## src/rtl/rom_fetch_bridge.sv

```systemverilog
// Instruction-fetch bridge: single-word holding buffer in front of a req/ack bus with timeout.
// Optional FETCH_STALL_COUNTER_EN adds a saturating stall_count output.
module rom_fetch_bridge #(
  parameter int unsigned ADDR_WIDTH     = 32,
  parameter int unsigned DATA_WIDTH     = 32,
  parameter int unsigned TIMEOUT_CYCLES = 255,
  parameter int unsigned TIMEOUT_WIDTH  = 8
) (
  input  logic                  clock,
  input  logic                  reset,
  input  logic                  rom_chip_enable,
  input  logic [ADDR_WIDTH-1:0] rom_addr,
  output logic [DATA_WIDTH-1:0] rom_data,
  output logic                  fetch_stall,
  output logic                  fetch_fault,
  output logic                  bus_req,
  output logic [ADDR_WIDTH-1:0] bus_addr,
  input  logic                  bus_ack,
  input  logic [DATA_WIDTH-1:0] bus_rdata
`ifdef FETCH_STALL_COUNTER_EN
  ,
  output logic [31:0]           stall_count
`endif
);

  typedef enum logic [1:0] {
    S_IDLE  = 2'd0,
    S_WAIT  = 2'd1,
    S_FAULT = 2'd2
  } state_t;

  state_t                   r_state;
  state_t                   w_next_state;
  logic                     r_held_valid;
  logic [ADDR_WIDTH-1:0]    r_held_addr;
  logic [DATA_WIDTH-1:0]    r_held_data;
  logic [TIMEOUT_WIDTH-1:0] r_count;
  logic                     r_bus_req;
  logic [ADDR_WIDTH-1:0]    r_bus_addr;
  logic                     r_abandon;

  logic                     w_hit;
  logic                     w_issue;
  logic                     w_fill;
  logic                     w_stall;
  logic [DATA_WIDTH-1:0]    w_rom_data;

  assign w_hit = r_held_valid && (rom_addr == r_held_addr);

  always_ff @(posedge clock or negedge reset) begin
    if (!reset) r_state <= S_IDLE;
    else        r_state <= w_next_state;
  end

  always_comb begin
    w_next_state = r_state;
    w_rom_data   = '0;
    w_stall      = 1'b0;
    w_issue      = 1'b0;
    w_fill       = 1'b0;
    case (r_state)
      S_IDLE: begin
        if (rom_chip_enable) begin
          if (w_hit) begin
            w_rom_data = r_held_data;
          end else if (rom_addr[1:0] != 2'b00) begin
            w_next_state = S_FAULT;
          end else begin
            w_stall      = 1'b1;
            w_issue      = 1'b1;
            w_next_state = S_WAIT;
          end
        end
      end
      S_WAIT: begin
        w_stall = 1'b1;
        // Ack takes priority over an expiring timeout on the same edge
        if (bus_ack) begin
          w_fill       = 1'b1;
          w_next_state = S_IDLE;
        end else if (r_count == TIMEOUT_WIDTH'(TIMEOUT_CYCLES - 1)) begin
          w_next_state = S_FAULT;
        end
      end
      S_FAULT: begin
        w_next_state = S_FAULT;
      end
      default: begin
        w_next_state = S_IDLE;
      end
    endcase
  end

  // Request, timeout and holding-buffer registers
  always_ff @(posedge clock or negedge reset) begin
    if (!reset) begin
      r_held_valid <= 1'b0;
      r_held_addr  <= '0;
      r_held_data  <= '0;
      r_count      <= '0;
      r_bus_req    <= 1'b0;
      r_bus_addr   <= '0;
      r_abandon    <= 1'b0;
    end else begin
      if (w_issue) begin
        r_bus_req  <= 1'b1;
        r_bus_addr <= rom_addr;
        r_count    <= '0;
        r_abandon  <= 1'b0;
      end
      if (r_state == S_WAIT) begin
        if (!rom_chip_enable) r_abandon <= 1'b1;
        if (w_fill) begin
          r_held_data  <= bus_rdata;
          r_held_addr  <= r_bus_addr;
          // A fetch the core gave up on mid-flight is not kept
          r_held_valid <= rom_chip_enable && !r_abandon;
          r_bus_req    <= 1'b0;
        end else if (w_next_state == S_FAULT) begin
          r_bus_req <= 1'b0;
        end else begin
          r_count <= r_count + TIMEOUT_WIDTH'(1);
        end
      end
    end
  end

`ifdef FETCH_STALL_COUNTER_EN
  logic [31:0] r_stall_count;

  always_ff @(posedge clock or negedge reset) begin
    if (!reset) begin
      r_stall_count <= '0;
    end else if (fetch_stall && (r_stall_count != 32'hFFFF_FFFF)) begin
      r_stall_count <= r_stall_count + 32'd1;
    end
  end

  assign stall_count = r_stall_count;
`endif

  // Combinational core-side outputs are forced quiet while reset is held
  assign rom_data    = reset ? w_rom_data : '0;
  assign fetch_stall = reset && w_stall;
  assign fetch_fault = (r_state == S_FAULT);
  assign bus_req     = r_bus_req;
  assign bus_addr    = r_bus_addr;

endmodule
```

## config.mk

```make
export PLATFORM = sky130hd
export DESIGN_NAME = rom_fetch_bridge
export DESIGN_NICKNAME = d
export VERILOG_FILES = /design/src/rtl/rom_fetch_bridge.sv
export SDC_FILE = /design/constraint.sdc
export NUM_CORES = 1
export LEC_CHECK = 0
export ABC_AREA = 1
export CAP_MARGIN = 0
export CORE_ASPECT_RATIO = 0.8
export CORE_MARGIN = 3
export CORE_UTILIZATION = 45
export CTS_BUF_LIST = sky130_fd_sc_hd__clkbuf_4 sky130_fd_sc_hd__clkbuf_8 sky130_fd_sc_hd__clkbuf_16
export CTS_CLUSTER_DIAMETER = 120
export DETAILED_ROUTE_END_ITERATION = 7
export GPL_ROUTABILITY_DRIVEN = 1
export PLACE_DENSITY = 0.84
export SYNTH_ARGS = -nofsm -noshare
export SYNTH_HDL_FRONTEND = slang
export SYNTH_SLANG_ARGS = --single-unit
```

## constraint.sdc

```tcl
create_clock -name clock -period 2.5 [get_ports clock]
set_clock_uncertainty 0.15 [all_clocks]
set_input_delay 0.75 -clock clock [delete_from_list [all_inputs] [get_ports clock]]
set_output_delay 0.75 -clock clock [all_outputs]
set_load 0.03 [all_outputs]
```

==> flow_summary.json, run 1 <==
{
  "status": "finished with violations",
  "violations": "setup timing",
  "p_leak_nw": 4.77,
  "cts_htree_levels": 3,
  "hold_class": "reg -> reg",
  "criticalPathCategory": "in -> out",
  "io_pins": 135,
  "synth.distinct_cells": 28,
  "final_max_slew_viol_count": 0,
  "startpoint_type": "input port",
  "place_congestion": 0.882,
  "yosys.area.top_type_share_pct": 49.2,
  "stdcell_area_sq_um": 9120,
  "synth_seq_cells": 109,
  "placed_cell_area_sq_um": 7740,
  "setup_viol": 33,
  "crit_required_ns": 1.60,
  "initial_utilization_pct": 47.1,
  "hold-worst-slack_ns": 0.328,
  "clockRootBuffer": "clkbuf_16",
  "via_per_inst": 5.31,
  "clkTransAtPathRegs_ns": 0.07,
  "dp_cells": 1021,
  "synth_nets": 766,
  "clock.fmax_mhz": 299,
  "post-route-period-util_pct": 134,
  "final.min_clock_period_ns": 3.34,
  "synth.avg_cell_area_sq_um": 7.96,
  "rrSetupSlack_ns": 0.19,
  "fin_nets": 1029,
  "tightest_slew_ns": 1.02,
  "die_width_um": 130,
  "numCtsBuffers": 9,
  "layout_common_cells": "nand2_1, dfrtp_1, buf_4",
  "cts.sinks": 109,
  "grt_util_met3_pct": 5.22,
  "drt_iter0_drc": 462,
  "syn-cell-area_sq_um": 5540,
  "grt_pass1_vias": 5947,
  "drive_gt1_share_pct": 37.8,
  "syn_inst": 696,
  "hold_violations": 0,
  "end_kind": "primary output",
  "dpl.hpwl_um": 11000,
  "ys_seq_area_share_pct": 49.2,
  "grt_pass1_wl_um": 29700,
  "worst-path-max-fanout": 5,
  "arrival_ns": 2.44,
  "hold_buffers": 0,
  "layout_commonest_cell": "nand2_1",
  "grtUsageMet2_pct": 46.0,
  "utilization_pct": 77.4,
  "tns_ns": -25.66,
  "cts_tree": "yes",
  "instances_no_fill": 1112,
  "post_drt_wl_per_cell_um": 17.6,
  "power_mw": 8.17,
  "place_ws_ns": -1.23,
  "rsz0062_at_grt": "yes",
  "grtUsageMet1_pct": 35.5,
  "diodes": 0,
  "yosysWarnings": 0,
  "grt_max_degree": 79,
  "core_sq_um": 11800,
  "power_density_nw_per_um2": 896,
  "syn2layout_area_growth_pct": 64.5,
  "clk_latency_ns": 0.35,
  "num_rows": 35,
  "relSlewSlack_pct": 32.1,
  "vias": 5904,
  "antenna_left": 0,
  "die_y_um": 105,
  "n_fill_cell": 706,
  "synth.area.top_cells": "dfrtp_1, nand2_1, nor3b_2",
  "antenna_found_initial": 0,
  "vdd_drop_max_mv": 0.875,
  "cap_violations": 0,
  "clockBufferDepth": 2,
  "port_buffers": 134,
  "firstDrtPassIters": 7,
  "track_usage_pct": 27.5,
  "grt_most_used_layer": "met2",
  "grt-ovfl-total": 0,
  "yosys.area.top_type": "dfrtp_1",
  "drcViolationCount": 0,
  "dieArea_sq_um": 13700,
  "worst_slack_ns": -0.843,
  "drt_wl_total_um": 19600
}
[area by class of cell]
type / count / area (sq um) / share of cell area [%]
Inverter: 82 / 363 / 3.98
Sequential cell: 109 / 2730 / 29.9
Clock buffer: 11 / 253 / 2.77
Timing Repair Buffer: 279 / 2680 / 29.4
Multi-Input combinational cell: 478 / 2850 / 31.3
Tap cell: 148 / 185 / 2.03
Clock inverter: 5 / 58.8 / 0.645
[power breakdown]
| group | internal, mW | leakage, nW | switching (mW) |
|---|---|---|---|
| sequential | 2.50 | 1.38 | 0.628 |
| clock | 0.832 | 0.148 | 0.662 |
| combinational | 1.64 | 3.25 | 1.91 |
[routing by layer]
| layer | vias to the layer above | routed length (um) | share of wire (%) |
|---|---|---|---|
| met2 | 320 | 9550 | 49 |
| met3 | 79 | 1610 | 8.2 |
| met1 | 2807 | 7540 | 39 |
| met5 | - | 0 | 0 |
| met4 | 0 | 872 | 4.5 |
| li1 | 2698 | - | - |
[kinds of logic after synthesis]
logic type,Yosys count,share of synthesized area (%)
buffers and inverters,109,8.78
adders and majority gates,2,0.451
AOI/OAI and AO/OA,74,6.84
DFF,109,49.2
and+or+nand+nor,391,33.0
xor gates and xnor gates,11,1.74
[worst max-delay path: stages]
cell	delay, ns
buf_6	0.12
inv_12	0.03
nand2_4	0.06
nand2_2	0.07
nor3b_2	0.19
nand2_1	0.08
nor2_1	0.10
nand3_1	0.12
nor2_2	0.15
nand2_4	0.11
buf_4	0.17
buf_8	0.14
nor3b_4	0.21
buf_6	0.16
[what timing repair did]
| action | CTS | global route |
|---|---|---|
| endpoints found under the setup margin | 77 | 77 |
| pin swaps | 41 | 43 |
| resized for setup | 219 | 83 |
| setup buffers | 96 | 10 |
| cloned | 1 | 3 |
[Yosys cell counts, drive strengths merged]
cell type / n
dfrtp: 109
nand3: 23
a21oi: 3
nand2: 282
nor3b: 34
o21ai: 67
a21boi: 1
or2: 1
xnor2: 10
clkbuf: 9
nor2: 39
o22ai: 2
nand3b: 2
nand4: 7
o2111ai: 1
xor2: 1
ha: 2
buf: 18
inv: 82
nor3: 3
[path summary, 6_finish.rpt]
kind / startpoint / end / depth (start not counted)
setup reg to reg: r_held_addr[26] / bus_addr[2] / 14
min in group asynchronous: reset / r_held_data[27] / 3
hold reg to reg: r_held_data[23] / r_held_data[23] / 2
setup / recovery: rom_addr[11] / rom_data[3] / 14
max in group asynchronous: reset / bus_addr[0] / 3
hold / removal: r_held_data[23] / r_held_data[23] / 2
[flip-flops by register name, indices dropped and copies added (netlist names)]
signal / flops
r_count: 8
r_abandon: 1
bus_addr: 32
r_held_valid: 1
r_held_data: 32
r_state: 2
bus_req: 1
r_held_addr: 32
(Power assumes the default switching activity.)
==> inputs of run 2 (changes only) <==
--- a/config.mk
+++ b/config.mk
@@ -15,6 +15,7 @@
 export DETAILED_ROUTE_END_ITERATION = 7
 export GPL_ROUTABILITY_DRIVEN = 1
 export PLACE_DENSITY = 0.84
+export SKIP_LAST_GASP = 1
 export SYNTH_ARGS = -nofsm -noshare
 export SYNTH_HDL_FRONTEND = slang
 export SYNTH_SLANG_ARGS = --single-unit
==> run 2 against run 1 <==
  * The flow still finishes with violations (setup timing)
  * Largest cell class unchanged
  * Global-route usage down 0.23 points
  * Combinational power up 1%
  * Highest routed layer unchanged
  * Power up 0.52%
  * Sequential power about the same
  * Cell count up 0.27%
  * Largest power group unchanged
  * Critical path depth down 1
  * Design area down 0.32%
  * Flip-flop and latch count unchanged
  * Via count up 1.6%
  * Worst setup slack better by 0.022 ns
==> flow_summary.json, run 2 (same netlist as run 1, synthesis figures left out) <==
{
  "grt-ovfl-total": 0,
  "utilization_pct": 77.1,
  "drive_gt1_share_pct": 38.0,
  "fin_nets": 1032,
  "dpl.hpwl_um": 11000,
  "post_drt_wl_per_cell_um": 17.8,
  "place_ws_ns": -1.23,
  "criticalPathCategory": "in -> out",
  "layout_commonest_cell": "nand2_1",
  "grt_pass1_wl_um": 29500,
  "place_congestion": 0.882,
  "power_mw": 8.21,
  "whs_path_depth": 2,
  "core_sq_um": 11800,
  "post-route-period-util_pct": 133,
  "arrival_ns": 2.42,
  "tightest_slew_ns": 1.00,
  "vias": 5999,
  "io_pins": 135,
  "hold_buffers": 0,
  "firstDrtPassIters": 5,
  "cts.sinks": 109,
  "num_rows": 35,
  "grt_max_degree": 79,
  "drt_wl_total_um": 19800,
  "power_density_nw_per_um2": 903,
  "end_kind": "primary output",
  "vdd_drop_max_mv": 0.882,
  "clockBufferDepth": 2,
  "track_usage_pct": 27.3,
  "p_leak_nw": 4.77,
  "diodes": 0,
  "die_width_um": 130,
  "final_max_slew_viol_count": 0,
  "drcViolationCount": 0,
  "layout_common_cells": "nand2_1, buf_4, dfrtp_1",
  "clockRootBuffer": "clkbuf_16",
  "syn2layout_area_growth_pct": 64.0,
  "via_per_inst": 5.38,
  "initial_utilization_pct": 47.1,
  "regArea_sq_um": 2730,
  "crit_required_ns": 1.60,
  "worst-path-max-fanout": 5,
  "relSlewSlack_pct": 33.3,
  "status": "finished with violations",
  "clk_latency_ns": 0.35,
  "multi_input_area_sq_um": 2870,
  "rsz0062_at_grt": "yes",
  "clkTransAtPathRegs_ns": 0.07,
  "setup_viol": 37,
  "antenna_found_initial": 0,
  "port_buffers": 134,
  "grt_pass1_vias": 5921,
  "cap_violations": 0,
  "cts_htree_levels": 3,
  "n_fill_cell": 726,
  "clock.fmax_mhz": 301,
  "violations": "setup timing",
  "drt_iter0_drc": 496,
  "hold-worst-slack_ns": 0.324,
  "hold_class": "reg -> reg",
  "worst_slack_ns": -0.821,
  "worstRegToRegCells": 18,
  "hold_violations": 0,
  "die_y_um": 105,
  "final.min_clock_period_ns": 3.32,
  "dieArea_sq_um": 13700,
  "startpoint_type": "input port",
  "cts_tree": "yes",
  "antenna_left": 0,
  "numCtsBuffers": 9
}
run 2: cell types whose count changed in the layout (fill, tap and decap cells not counted), sizes merged:
cell,change
clkbuf,+4
clkdlybuf4s15,-1
run 2: what timing repair did:
| action | in CTS | in global routing |
|---|---|---|
| pin swaps | 41 | 43 |
| endpoints found under the setup margin | 77 | 77 |
| gates cloned | 1 | 3 |
| resized for setup | 192 | 90 |
| setup buffers | 96 | 13 |
run 2: metrics by stage:
| step | TNS, ns | area, sq um | std cells |
|---|---|---|---|
| finish | -25.20 | 9090 | 1115 |
| floorplan | -11.24 | 5860 | 696 |
| detailed placement | -73.42 | 7740 | 1021 |
| global route | -31.41 | 9090 | 1115 |
| global placement | -69.75 | 7740 | 1021 |
| CTS | -28.23 | 8920 | 1119 |
run 2: power by group:
group	switching (mW)	internal, mW
Clock	0.659	0.833
Sequential	0.627	2.50
Combinational	1.93	1.66
run 2: cell type report:
| type | count | share of cell area [%] |
|---|---|---|
| Multi-Input combinational cell | 478 | 31.6 |
| Sequential cell | 109 | 30.0 |
| Timing Repair Buffer | 282 | 28.9 |
| Inverter | 82 | 3.99 |
| Clock buffer | 11 | 2.78 |
| Tap cell | 148 | 2.04 |
| Clock inverter | 5 | 0.647 |
run 2: layer usage:
layer	routed length (um)	share of wire, %	GRT usage [%]
met5	0	0	0
met4	756	3.8	9.42
met3	1790	9.0	5.07
met2	9640	49	45.7
met1	7650	39	35.5
run 2: final timing paths:
check | startpoint | to | slack [ns]
hold / removal | r_held_data[23] | r_held_data[23] | 0.32
setup / recovery | rom_addr[5] | rom_data[3] | -0.82
setup reg to reg | r_held_addr[26] | r_count[3] | 0.15
max in group asynchronous | reset | r_held_addr[4] | 0.89
hold reg to reg | r_held_data[23] | r_held_data[23] | 0.32
min in group asynchronous | reset | r_held_data[25] | 0.44
run 2: worst max-delay path, stage by stage:
cell,delay [ns]
buf_8,0.11
nand2_4,0.08
nand2_2,0.05
nor3_2,0.20
nand2_1,0.07
nor2_1,0.10
nand3_1,0.12
nor2_2,0.15
nand2_4,0.11
buf_4,0.17
buf_8,0.14
nor3b_4,0.21
buf_6,0.16
==> inputs of run 3 (changes only) <==
--- a/config.mk
+++ b/config.mk
@@ -14,6 +14,7 @@
 export CTS_CLUSTER_DIAMETER = 120
 export DETAILED_ROUTE_END_ITERATION = 7
 export GPL_ROUTABILITY_DRIVEN = 1
+export GPL_TIMING_DRIVEN = 0
 export PLACE_DENSITY = 0.84
 export SKIP_LAST_GASP = 1
 export SYNTH_ARGS = -nofsm -noshare
==> constraint.sdc (replaced) <==
create_clock -name clock -period 2.5 [get_ports clock]
set_clock_uncertainty 0.15 [all_clocks]
set_input_delay 0.5 -clock clock [delete_from_list [all_inputs] [get_ports clock]]
set_output_delay 0.5 -clock clock [all_outputs]
set_load 0.03 [all_outputs]
==> run 3 against run 2 <==
  * The run still ends with setup timing left
  * Largest cell class is now sequential cells
  * Clock power about the same
  * Largest power group is now sequential cells
  * Flip-flop and latch count unchanged
  * First-iteration DRC count down 20%
  * Sequential share of layout area up 5.0 points
  * Worst hold slack worse by 0.26 ns
  * Wire length down 18%
  * Design area down 14%
  * Highest routed layer unchanged
  * Register-to-register slack better by 0.16 ns
  * Clock-buffer cell count down 2
  * Sequential power down 3%
  * Utilization down 11 points
==> flow_summary.json, run 3 (same netlist as run 1, synthesis figures left out) <==
{
  "drcViolationCount": 0,
  "vdd_drop_max_mv": 0.594,
  "track_usage_pct": 24.2,
  "grt_max_degree": 39,
  "worstRegToRegCells": 11,
  "final_max_slew_viol_count": 0,
  "clkTransAtPathRegs_ns": 0.07,
  "post-route-period-util_pct": 116,
  "die_y_um": 105,
  "dpl.hpwl_um": 11300,
  "final.min_clock_period_ns": 2.91,
  "end_kind": "primary output",
  "hold-worst-slack_ns": 0.0617,
  "p_leak_nw": 3.89,
  "drt_wl_total_um": 16200,
  "hold_violations": 0,
  "place_ws_ns": -1.21,
  "regArea_sq_um": 2730,
  "grt-ovfl-total": 0,
  "layout_commonest_cell": "nand2_1",
  "hold_class": "in -> async",
  "fin_nets": 934,
  "crit_required_ns": 1.85,
  "n_fill_cell": 945,
  "vias": 5198,
  "via_per_inst": 5.11,
  "core_sq_um": 11800,
  "tightest_slew_ns": 0.488,
  "clk_latency_ns": 0.36,
  "r2r_start": "r_held_addr[16]",
  "post_drt_wl_per_cell_um": 15.9,
  "tns_ns": -11.88,
  "antenna_found_initial": 1,
  "clockBufferDepth": 2,
  "io_pins": 135,
  "port_buffers": 134,
  "worst-path-max-fanout": 7,
  "status": "finished with violations",
  "rsz0062_at_grt": "yes",
  "cts.sinks": 109,
  "setup_viol": 33,
  "r2r_end": "bus_addr[29]",
  "violations": "setup timing",
  "rrSetupSlack_ns": 0.31,
  "initial_utilization_pct": 47.1,
  "syn2layout_area_growth_pct": 40.6,
  "layout_common_cells": "nand2_1, dfrtp_1, clkdlybuf4s50_1",
  "drt_iter0_drc": 398,
  "num_rows": 35,
  "cts_htree_levels": 3,
  "criticalPathCategory": "in -> out",
  "cts_tree": "yes",
  "numCtsBuffers": 9,
  "relSlewSlack_pct": 67.5,
  "place_congestion": 0.902,
  "drive_gt1_share_pct": 21.9,
  "die_width_um": 130,
  "grt_pass1_wl_um": 26100,
  "arrival_ns": 2.26,
  "power_density_nw_per_um2": 955,
  "multi_input_area_sq_um": 2510,
  "antenna_left": 0,
  "clockRootBuffer": "clkbuf_16",
  "startpoint_type": "input port",
  "clock.fmax_mhz": 344,
  "dieArea_sq_um": 13700,
  "cap_violations": 0,
  "worst_slack_ns": -0.410,
  "firstDrtPassIters": 5,
  "grt_pass1_vias": 5135
}
-- run 3: cell count changes in the layout (fill, tap and decap cells not counted), moves of 10 or more --
cell | before | now
buf_4 | 127 | 46
buf_6 | 54 | 11
nor3b_2 | 3 | 29
nor3b_4 | 31 | 5
nand2_1 | 240 | 263
dlygate4sd2_1 | 1 | 19
nand2_2 | 31 | 18
nand2_4 | 10 | 0
-- run 3: per-layer routing --
| layer | global-route usage (%) | share of wire [%] | up-vias |
|---|---|---|---|
| li1 | - | - | 2494 |
| met3 | 5.02 | 7.8 | 28 |
| met5 | 0 | 0 | - |
| met4 | 6.53 | 1.7 | 0 |
| met1 | 35.4 | 44 | 2478 |
| met2 | 36.5 | 46 | 198 |
-- run 3: layout make-up --
type	count	share of cell area, %
clock buffers	9	2.89
flip-flops and latches	109	35.0
plain buffers	27	2.68
inverters	82	3.95
diodes	1	0.0321
clock inverters	6	1.14
repair buffers	157	19.8
well taps	148	2.38
multi-input cells	478	32.2
-- run 3: stage by stage --
stage	util (%)	instance area, sq um	total power [mW]	cells
floorplan	-	5540	4.60	696
global placement	60.0	7070	5.56	978
detailed placement	60.2	7090	5.66	979
CTS	65.5	7710	7.40	1015
global route	66.2	7790	7.92	1017
finish	66.2	7790	7.44	1017
-- run 3: critical path, cell delays in order --
cell and delay, ns:
clkdlybuf4s15_1 0.25, xnor2_2 0.25, nand3_1 0.12, nor2_1 0.16, nand3_2 0.10, nor2_4 0.19, nand2_8 0.13, clkbuf_16 0.20
nor3b_4 0.20, buf_6 0.16
-- run 3: worst max-delay path by stage --
| stage | from | end | slack [ns] | cells past startpoint |
|---|---|---|---|---|
| after detailed placement | rom_addr[4] | rom_data[3] | -1.21 | 13 |
| after global routing | r_held_addr[16] | rom_data[22] | -0.52 | 9 |
| after CTS | r_held_addr[4] | rom_data[22] | -0.36 | 11 |
| after global placement | reset | rom_data[3] | -5.19 | 5 |
| final | rom_addr[20] | rom_data[3] | -0.41 | 10 |
| after floorplan | rom_addr[22] | rom_data[0] | -0.07 | 9 |
-- run 3: what timing repair did --
item                                    CTS  global route
buffers inserted                         16             0
hold endpoints to repair                 38             0
cloned                                    2             1
pin swaps                                25            13
endpoints found under the setup margin   33            33
hold buffers                              3             0
gates resized for setup                 306            14
-- run 3: power by group --
group | total [mW] | switching (mW) | internal, mW
Combinational | 2.88 | 1.63 | 1.25
Clock | 1.52 | 0.652 | 0.873
Sequential | 3.04 | 0.534 | 2.50
